$ cat src/rtl/top_serial_queue_if.sv
// top_serial_queue_if: serial bit/strobe inputs and queue status/data outputs
interface top_serial_queue_if #(parameter int WORD_BITS = 8);
  logic data_in;
  logic write_in;
  logic enqueue_in;
  logic dequeue_in;
  logic status_out;
  logic [WORD_BITS-1:0] data_out;
  modport master(output data_in, write_in, enqueue_in, dequeue_in, input status_out, data_out);
  modport slave(input data_in, write_in, enqueue_in, dequeue_in, output status_out, data_out);
endinterface

$ cat src/rtl/top_serial_queue.sv
// top_serial_queue: MSB-first serial deserializer feeding a word FIFO popped by a strobe
module top_serial_queue #(
  parameter int QUEUE_DEPTH = 8,
  parameter int WORD_BITS = 8
) (
  input logic clock_1MHz,
  input logic rst,
  top_serial_queue_if.slave bus
);
  localparam int PW = QUEUE_DEPTH > 1 ? $clog2(QUEUE_DEPTH) : 1;
  localparam int CW = $clog2(QUEUE_DEPTH + 1);
  localparam int BW = WORD_BITS > 1 ? $clog2(WORD_BITS) : 1;
  logic [1:0] d_s;
  logic [2:0] w_s, q_s;
  logic [WORD_BITS-1:0] sr, hold_word, dout, next_sr;
  logic [WORD_BITS-1:0] mem [QUEUE_DEPTH];
  logic [BW-1:0] bit_cnt;
  logic [PW-1:0] rd, wr;
  logic [CW-1:0] count;
  logic hold, status, take, last, full, enq, deq;
  // third strobe flop only remembers the previous synchronized level for edge detection
  always_comb begin
    next_sr = {sr[WORD_BITS-2:0], d_s[1]};
    last = bit_cnt == BW'(WORD_BITS - 1);
    take = w_s[1] & ~w_s[2] & status & ~hold;
    full = count == CW'(QUEUE_DEPTH);
    enq = hold & ~full;
    deq = q_s[1] & ~q_s[2] & (count != '0);
  end
  always_ff @(posedge clock_1MHz or posedge rst) begin
    if (rst) begin
      d_s <= '0;
      w_s <= '0;
      q_s <= '0;
      sr <= '0;
      hold_word <= '0;
      bit_cnt <= '0;
      hold <= 1'b0;
      status <= 1'b0;
      rd <= '0;
      wr <= '0;
      count <= '0;
      dout <= '0;
    end else begin
      d_s <= {d_s[0], bus.data_in};
      w_s <= {w_s[1:0], bus.write_in};
      q_s <= {q_s[1:0], bus.dequeue_in};
      if (take) begin
        sr <= last ? '0 : next_sr;
        bit_cnt <= last ? '0 : bit_cnt + BW'(1);
      end
      if (take && last) begin
        hold <= 1'b1;
        hold_word <= next_sr;
      end else if (enq) hold <= 1'b0;
      status <= ~(hold & full);
      if (enq) wr <= wr == PW'(QUEUE_DEPTH - 1) ? '0 : wr + PW'(1);
      if (deq) begin
        dout <= mem[rd];
        rd <= rd == PW'(QUEUE_DEPTH - 1) ? '0 : rd + PW'(1);
      end
      count <= count + CW'(enq) - CW'(deq);
    end
  end
  always_ff @(posedge clock_1MHz) if (enq) mem[wr] <= hold_word;
  assign bus.status_out = status;
  assign bus.data_out = dout;
endmodule

$ cat src/flat_wrapper.sv
// flat-port wrapper written by rule: the top's interface ports become plain ports
module top_serial_queue_flat 
#(
  parameter int QUEUE_DEPTH = 8,
  parameter int WORD_BITS = 8
)
  (clock_1MHz, rst, bus_data_in, bus_write_in, bus_enqueue_in, bus_dequeue_in, bus_status_out, bus_data_out);
  top_serial_queue_if #(.WORD_BITS(WORD_BITS)) bus_i ();
  input logic clock_1MHz;
  input logic rst;
  input wire logic [$bits(bus_i.data_in)-1:0] bus_data_in;
  input wire logic [$bits(bus_i.write_in)-1:0] bus_write_in;
  input wire logic [$bits(bus_i.enqueue_in)-1:0] bus_enqueue_in;
  input wire logic [$bits(bus_i.dequeue_in)-1:0] bus_dequeue_in;
  output wire logic [$bits(bus_i.status_out)-1:0] bus_status_out;
  output wire logic [$bits(bus_i.data_out)-1:0] bus_data_out;
  assign bus_i.data_in = bus_data_in;
  assign bus_i.write_in = bus_write_in;
  assign bus_i.enqueue_in = bus_enqueue_in;
  assign bus_i.dequeue_in = bus_dequeue_in;
  assign bus_status_out = bus_i.status_out;
  assign bus_data_out = bus_i.data_out;
  top_serial_queue #(.QUEUE_DEPTH(QUEUE_DEPTH), .WORD_BITS(WORD_BITS)) u_core (.clock_1MHz(clock_1MHz), .rst(rst), .bus(bus_i));
endmodule
$ cat config.mk
export PLATFORM = sky130hd
export DESIGN_NAME = top_serial_queue_flat
export DESIGN_NICKNAME = d
export VERILOG_FILES = /design/src/rtl/top_serial_queue_if.sv /design/src/rtl/top_serial_queue.sv /design/src/flat_wrapper.sv
export SDC_FILE = /design/constraint.sdc
export NUM_CORES = 1
export LEC_CHECK = 0
export ABC_CLOCK_PERIOD_IN_PS = 3140
export CELL_PAD_IN_SITES_DETAIL_PLACEMENT = 0
export CELL_PAD_IN_SITES_GLOBAL_PLACEMENT = 1
export CORE_MARGIN = 3
export CORE_UTILIZATION = 51
export DETAILED_ROUTE_END_ITERATION = 8
export GPL_TIMING_DRIVEN = 0
export HOLD_SLACK_MARGIN = 0.08
export PLACE_DENSITY_LB_ADDON = 0.1
export SLEW_MARGIN = 30
export SYNTH_ARGS = -nofsm -noshare
export SYNTH_HDL_FRONTEND = slang
export SYNTH_SLANG_ARGS = --single-unit
$ cat constraint.sdc
create_clock -name clock_1MHz -period 3.14 [get_ports clock_1MHz]
set_input_delay 0.942 -clock clock_1MHz [delete_from_list [all_inputs] [get_ports clock_1MHz]]
set_output_delay 0.942 -clock clock_1MHz [all_outputs]
set_load 0.01 [all_outputs]
==> reports/results.tsv, run 1 <==
stage	metric	value	unit
clock_tree	htree_levels	3	
setup_path	cp.required	3.40	ns
yosys	async_flop_share	41.8	%
setup_path	crit_end	u_core.count[2]	
finish	multiInputGateArea	1250	sq um
clock_tree	cts_buffer_depth	2	
global_routing	grt_max_degree	47	
drt	via_per_inst	5.46	
job	cap_viol_max_count	0	
setup_path	crit_chain	inv_1 -> ha_1 -> nor3b_4 -> or2_1 -> buf_6 -> inv_4 -> ha_1 -> inv_1 -> ha_1 -> inv_1 -> fa_1 -> xnor2_1	
yosys	synth.cell_area	4410	sq um
timing	rsz0062_at_grt	no	
power_and_ir_drop	p_per_area	799	nW/um^2
die	die_h	99.0	microns
setup_path	ff2ff_path_depth	12	
finish	antenna_cells	0	
finish	drive_gt1_share	20.8	%
setup_path	path_max_fanout	9	
timing	setup_tns	0	ns
setup_path	crit_start	u_core.count[2]	
timing	timing.fmax	379	MHz
global_routing	gr-total-overflow	0	
placed_design	dp_hpwl	5070	microns
yosys	syn_inst	282	
drt	remaining_drc_errors	0	
die	core-area	8300	sq um
clock_tree	cts_tree	done	
setup_path	slowest_delay	0.43	ns
clock_tree	cts_buffers	9	
clock_tree	cts_resized	0	
setup_path	rrSetupSlack	0.50	ns
drt	drt_wl_total	7530	microns
placed_design	gp_congestion	0.716	
die	ioPinCount	15	
yosys	yosys_most_used_dff	edfxtp_1	
finish	seq_area	3070	sq um
yosys	ys_types	36	
setup_path	crit_path_end_kind	register	
yosys	synth_top_cell_by_area	edfxtp_1	
die	start_util	53.2	%
drt	vias	2276	
drt	first_pass_iters	4	
timing	fin_crit	2.64	ns
finish	nFillCells	661	
setup_path	cp-start-kind	register	
clock_tree	postCtsSetupBuffers	0	
min_path	hold_class	register to register	
yosys	synth_top_area_share	43.5	%
timing	worst_pin_slew	0.769	ns
setup_path	cpMaxStageDelayCell	nor3b_4	
global_routing	grt_pass1_vias	2342	
global_routing	grt_usage	17.1	%
timing	relSlewSlack	48.6	%
die	die_w	99.0	microns
timing	hold_viol_final	0	
setup_path	reg2reg_to	u_core.count[2]	
drt	antenna_left	0	
timing	setup_viol	0	
finish	area_delta_synth_final	10.9	%
die	die_area	9810	sq um
yosys	ys_seq_area_share	69.6	%
global_routing	grt_pass1_wl	12600	microns
setup_path	path_class	register to register	
placed_design	port-buffer-count	13	
yosys	synthTopCellsByCount	edfxtp_1, dfrtp_1, mux2_2, nand2_1	
clock_tree	cts_sinks	110	
finish	nets	326	
finish	fin_util	59.0	%
clock_tree	clock_latency	0.36	ns
clock_tree	cts_root_buf	clkbuf_8	
yosys	avgSynthCellArea	15.7	sq um
global_routing	antenna_found_initial	0	
timing	drv_slew	0	
yosys	synth_fp_nets	301	
drt	drt_iter0_drc	54	
die	rows	33	
yosys	ys_ff_latch	110	
clock_tree	clkSlewWorstSetupHoldPaths	0.10	ns
clock_tree	ctsHoldBuffers	0	
yosys	yosysMostFrequentCell	edfxtp_1	
yosys	yosys_warnings	0	
yosys	synthTopCellsByArea	edfxtp_1, dfrtp_1, mux2_2	
drt	wl_per_cell	18.1	microns
run_status	status	finished clean	
yosys	synth_edf_count	64	
timing	fin_worst_skew	0.0160	ns
setup_path	r2r_start	u_core.count[2]	
timing	period_share	84.0	%
setup_path	cp.arrival	2.90	ns
power_and_ir_drop	worst_ir_drop_vdd	357	uV
power_and_ir_drop	p_leak	0.00195	uW
## worst min path at each step
| stage | from | end | slack (ns) | cells past startpoint |
|---|---|---|---|---|
| after floorplan | u_core.d_s[0] | u_core.d_s[1] | 0.33 | 0 |
| after global placement | u_core.d_s[0] | u_core.d_s[1] | 0.34 | 0 |
| after detailed placement | u_core.w_s[0] | u_core.w_s[1] | 0.34 | 0 |
| after CTS | u_core.w_s[0] | u_core.w_s[1] | 0.37 | 0 |
| after global routing | u_core.w_s[0] | u_core.w_s[1] | 0.37 | 0 |
| final | u_core.q_s[0] | u_core.q_s[1] | 0.36 | 0 |
## state kept, by name, summed over array words and instances, names as in the netlist, 4 cells and up
name and count:
u_core.bus.data_out 8, u_core.count 4, u_core.hold_word 8, u_core.mem 64, u_core.sr 7
## logic make-up after synthesis
| family | Yosys count | share of synthesized area, % |
|---|---|---|
| buffers and inverters | 22 | 2.75 |
| AND/OR/NAND/NOR | 45 | 5.24 |
| AO/OA/AOI/OAI | 43 | 6.35 |
| adder cells (fa/ha/maj) | 13 | 3.85 |
| multiplexers | 47 | 11.8 |
| XOR/XNOR | 2 | 0.397 |
| flip-flops | 110 | 69.6 |
## worst max-delay path, delay by kind of cell, from the launching register on
family,cells,cell delay (ns)
flip-flops,1,0.37
XOR/XNOR,1,0.13
AND/OR/NAND/NOR,2,0.61
buffers and inverters,5,0.43
adder cells (fa/ha/maj),4,0.98
## layout make-up
cell class,count,share of cell area [%]
clock inverter,6,1.18
tap,105,2.68
multi-input combinational,150,25.4
timing repair buffer,14,2.81
sequential,110,62.7
clock buffer,10,2.61
inverter,12,1.02
buffer,10,1.51
## metal layers
metal | up-vias | part of all wire [%] | GRT usage [%]
met5 | - | 0 | 0
met4 | 0 | 1.1 | 4.73
met3 | 4 | 3.8 | 4.67
met2 | 41 | 52 | 28.7
met1 | 1140 | 43 | 21.8
li1 | 1091 | - | -
## power breakdown
group          leakage, uW  switching, uW  total, uW  internal [uW]
combinational     0.000695            530       1100            573
clock            0.0000915            478        782            304
sequential         0.00116            223       2030           1810
total              0.00195           1230       3910           2680
## stage by stage
step | total power, uW | std cells | area (sq um) | setup WS, ns | hold WS [ns]
2_1_floorplan | 2800 | 282 | 4410 | 0.886 | 0.331
3_5_place_dp | 3200 | 401 | 4710 | 0.513 | 0.341
3_3_place_gp | 3160 | 400 | 4680 | 0.131 | 0.336
6_report | 3910 | 417 | 4900 | 0.502 | 0.362
5_1_grt | 4170 | 417 | 4900 | 0.332 | 0.373
4_1_cts | 3980 | 417 | 4900 | 0.485 | 0.367
## placed cells by master, fill, tap and decap left out, drive strengths merged, types with 2 or more instances in the layout
cell | synthesis | routed
o22ai | 8 | 8
o31ai | 8 | 8
inv | 11 | 13
nor2 | 6 | 6
or2 | 2 | 2
clkdlybuf4s50 | 0 | 13
clkbuf | 1 | 11
dfrtp | 46 | 46
a21o | 2 | 2
buf | 9 | 10
mux2 | 31 | 31
o21ai | 16 | 16
nor2b | 2 | 2
edfxtp | 64 | 64
ha | 12 | 12
mux2i | 16 | 16
nand2b | 4 | 4
nor3 | 5 | 5
nand2 | 20 | 20
clkinv | 1 | 4
a22o | 8 | 8
Power figures use the tool's default switching activity.
==> run 2, diff against run 1 <==
--- a/config.mk
+++ b/config.mk
@@ -5,11 +5,11 @@
 export SDC_FILE = /design/constraint.sdc
 export NUM_CORES = 1
 export LEC_CHECK = 0
-export ABC_CLOCK_PERIOD_IN_PS = 3140
+export ABC_CLOCK_PERIOD_IN_PS = 2150
 export CELL_PAD_IN_SITES_DETAIL_PLACEMENT = 0
 export CELL_PAD_IN_SITES_GLOBAL_PLACEMENT = 1
 export CORE_MARGIN = 3
-export CORE_UTILIZATION = 51
+export CORE_UTILIZATION = 46
 export DETAILED_ROUTE_END_ITERATION = 8
 export GPL_TIMING_DRIVEN = 0
 export HOLD_SLACK_MARGIN = 0.08
==> constraint.sdc (replaced) <==
create_clock -name clock_1MHz -period 2.15 [get_ports clock_1MHz]
set_input_delay 0.645 -clock clock_1MHz [delete_from_list [all_inputs] [get_ports clock_1MHz]]
set_output_delay 0.645 -clock clock_1MHz [all_outputs]
set_load 0.01 [all_outputs]
==> reports/results.tsv, run 2 (synthesis results as in run 1) <==
stage	metric	value	unit	change
timing	period_share	102	%	was 84.0%
timing	relSlewSlack	49.8	%	was 48.6%
power_and_ir_drop	p_per_area	1160	nW/um^2	was 799 nW/um^2
setup_path	r2r_start	u_core.count[3]		was u_core.count[2]
finish	final_cell_mix	edfxtp_1, dfrtp_1, mux2_2		unchanged
timing	rsz0062_at_grt	yes		was no
timing	worst_slack	-0.0480	ns	was 0.502 ns
global_routing	grt_max_degree	47		unchanged
setup_path	cpMaxStageDelayCell	fa_2		was nor3b_4
finish	largest-register	u_core.mem		unchanged
timing	drv_slew	0		unchanged
min_path	hold_class	register to register		unchanged
clock_tree	clkSlewWorstSetupHoldPaths	0.11	ns	was 0.10 ns
job	cap_viol_max_count	0		unchanged
drt	drt_iter0_drc	75		was 54
finish	nets	331		was 326
min_path	hold_start	u_core.d_s[0]		was u_core.q_s[0]
die	start_util	47.5	%	was 53.2%
die	die_area	10800	sq um	was 9810 sq um
finish	layout_commonest_cell	edfxtp_1		unchanged
clock_tree	cts_root_buf	clkbuf_8		unchanged
setup_path	path_max_fanout	2		was 9
clock_tree	htree_levels	3		unchanged
timing	fin_worst_skew	0.0146	ns	was 0.0160 ns
setup_path	path_class	register to register		unchanged
die	ioPinCount	15		unchanged
run_status	status	finished with violations		was finished clean
clock_tree	cts_sinks	110		unchanged
drt	antenna_left	0		unchanged
timing	fin_crit	2.20	ns	was 2.64 ns
global_routing	grt_pass1_wl	12700	microns	was 12,600 microns
placed_design	placed_cells	425		was 401
placed_design	place_area	4780	sq um	was 4710 sq um
drt	via_per_inst	5.19		was 5.46
setup_path	cp-start-kind	register		unchanged
placed_design	dp_hpwl	5090	microns	was 5070 microns
finish	area_delta_synth_final	14.3	%	was 10.9%
setup_path	crit_top_cell	ha_4		
run_status	violations	negative setup slack		
clock_tree	cts_buffers	9		unchanged
placed_design	port-buffer-count	13		unchanged
global_routing	grt_pass1_vias	2489		was 2,342
drt	drt_wl_total	7660	microns	was 7530 microns
clock_tree	ctsHoldBuffers	0		unchanged
setup_path	crit_chain	inv_2 -> ha_4 -> nor3b_4 -> or2_1 -> buf_6 -> inv_8 -> ha_4 -> inv_4 -> ha_4 -> inv_2 -> fa_2 -> inv_1		was inv_1 -> ha_1 -> nor3b_4 -> or2_1 -> buf_6 -> inv_4 -> ha_1 -> inv_1 -> ha_1 -> inv_1 -> fa_1 -> xnor2_1
finish	largest_register_ffs	64		unchanged
finish	instances_no_fill	446		was 417
setup_path	cp.arrival	2.46	ns	was 2.90 ns
clock_tree	clock_latency	0.36	ns	about the same
finish	drive_gt1_share	26.5	%	was 20.8%
die	die_h	104	microns	was 99.0 microns
clock_tree	cts_tree	done		unchanged
timing	timing.fmax	455	MHz	was 379 MHz
die	rows	35		was 33
drt	wl_per_cell	17.2	microns	was 18.1 microns
power_and_ir_drop	p_leak	0.00198	uW	was 0.00195 uW
drt	vias	2315		was 2,276
die	core-area	9280	sq um	was 8300 sq um
clock_tree	cts_buffer_depth	2		unchanged
timing	hold_slack	0.359	ns	was 0.362 ns
global_routing	gr-total-overflow	0		unchanged
timing	hold_viol_final	0		unchanged
die	die_w	104	microns	was 99.0 microns
setup_path	crit_start	u_core.count[3]		was u_core.count[2]
drt	remaining_drc_errors	0		unchanged
setup_path	slowest_delay	0.51	ns	was 0.43 ns
placed_design	gp_congestion	0.745		was 0.716
finish	antenna_cells	0		unchanged
drt	first_pass_iters	4		unchanged
setup_path	cp.required	2.41	ns	was 3.40 ns
global_routing	antenna_found_initial	0		unchanged
timing	setup_tns	-0.0480	ns	was 0 ns
global_routing	grt_usage	15.3	%	was 17.1%
timing	setup_viol	1		was 0
timing	worst_pin_slew	0.748	ns	was 0.769 ns
setup_path	crit_path_end_kind	register		unchanged
power_and_ir_drop	worst_ir_drop_vdd	510	uV	was 357 uV
finish	final_cell_area	5040	sq um	was 4900 sq um
-- run 2: changes by cell type in the layout (fill, tap and decap cells not counted), moves of 3 or more --
cell | previous run | this run
buf_4 | 4 | 9
nor3_2 | 4 | 1
ha_4 | 0 | 3
ha_1 | 12 | 9
nor2_2 | 0 | 3
nor3_4 | 0 | 3
inv_1 | 9 | 5
nor2_1 | 6 | 3
inv_2 | 0 | 3
-- run 2: worst paths after layout --
kind | slack [ns] | endpoint | cells after the start
max | -0.05 | u_core.count[1] | 12
min | 0.36 | u_core.d_s[1] | 0
max reg2reg | -0.05 | u_core.count[1] | 12
min reg2reg | 0.36 | u_core.d_s[1] | 0
max in group asynchronous | 1.05 | u_core.bus.data_out[6] | 2
min in group asynchronous | 0.68 | u_core.count[1] | 2
-- run 2: metrics by stage --
| stage | util (%) | total power (uW) | worst slack [ns] |
|---|---|---|---|
| floorplan | - | 4140 | -0.0285 |
| global placement | 51.1 | 4690 | -0.579 |
| detailed placement | 51.5 | 4730 | -0.287 |
| CTS | 54.0 | 5920 | -0.0341 |
| global route | 54.3 | 6240 | -0.135 |
| finish | 54.3 | 5870 | -0.0480 |
-- run 2: repair_timing --
item,4_1_cts,5_1_grt
setup endpoints to repair,3,43
pin swaps,2,4
buffers inserted,5,0
gates cloned,0,0
hold endpoints to repair,0,0
gates resized for setup,4,7
-- run 2: layout make-up --
class | count | area, sq um
fillers | 788 | 4240
inverters | 12 | 57.6
clock buffers | 9 | 124
well taps | 129 | 161
plain buffers | 10 | 73.8
multi-input cells | 150 | 1320
flip-flops and latches | 110 | 3070
clock inverters | 7 | 56.3
repair buffers | 19 | 175
-- run 2: power breakdown --
group          switching [uW]  internal, uW
Combinational             834           913
Sequential                349          2640
Clock                     696           439
-- run 2: metal layers --
layer | vias to the layer above | routed length (microns) | track usage, %
met1 | 1159 | 3400 | 19.1
met2 | 35 | 3820 | 25.5
met3 | 14 | 222 | 3.17
met4 | 0 | 210 | 7.22
li1 | 1107 | - | -
met5 | - | 0 | 0
-- run 2: worst max-delay path: cells and delay by family (launching register included) --
kind,cells,cell delay [ns]
flip-flops,1,0.38
adder cells (fa/ha/maj),4,0.97
buffers and inverters,6,0.35
AND/OR/NAND/NOR,2,0.39
==> run 3, diff against run 2 <==
--- a/config.mk
+++ b/config.mk
@@ -6,13 +6,13 @@
 export NUM_CORES = 1
 export LEC_CHECK = 0
 export ABC_CLOCK_PERIOD_IN_PS = 2150
+export CAP_MARGIN = 20
 export CELL_PAD_IN_SITES_DETAIL_PLACEMENT = 0
 export CELL_PAD_IN_SITES_GLOBAL_PLACEMENT = 1
 export CORE_MARGIN = 3
 export CORE_UTILIZATION = 46
 export DETAILED_ROUTE_END_ITERATION = 8
 export GPL_TIMING_DRIVEN = 0
-export HOLD_SLACK_MARGIN = 0.08
 export PLACE_DENSITY_LB_ADDON = 0.1
 export SLEW_MARGIN = 30
 export SYNTH_ARGS = -nofsm -noshare
==> results of run 3 <==
Same layout as run 2: the final DEF is identical, and so are final timing and power.
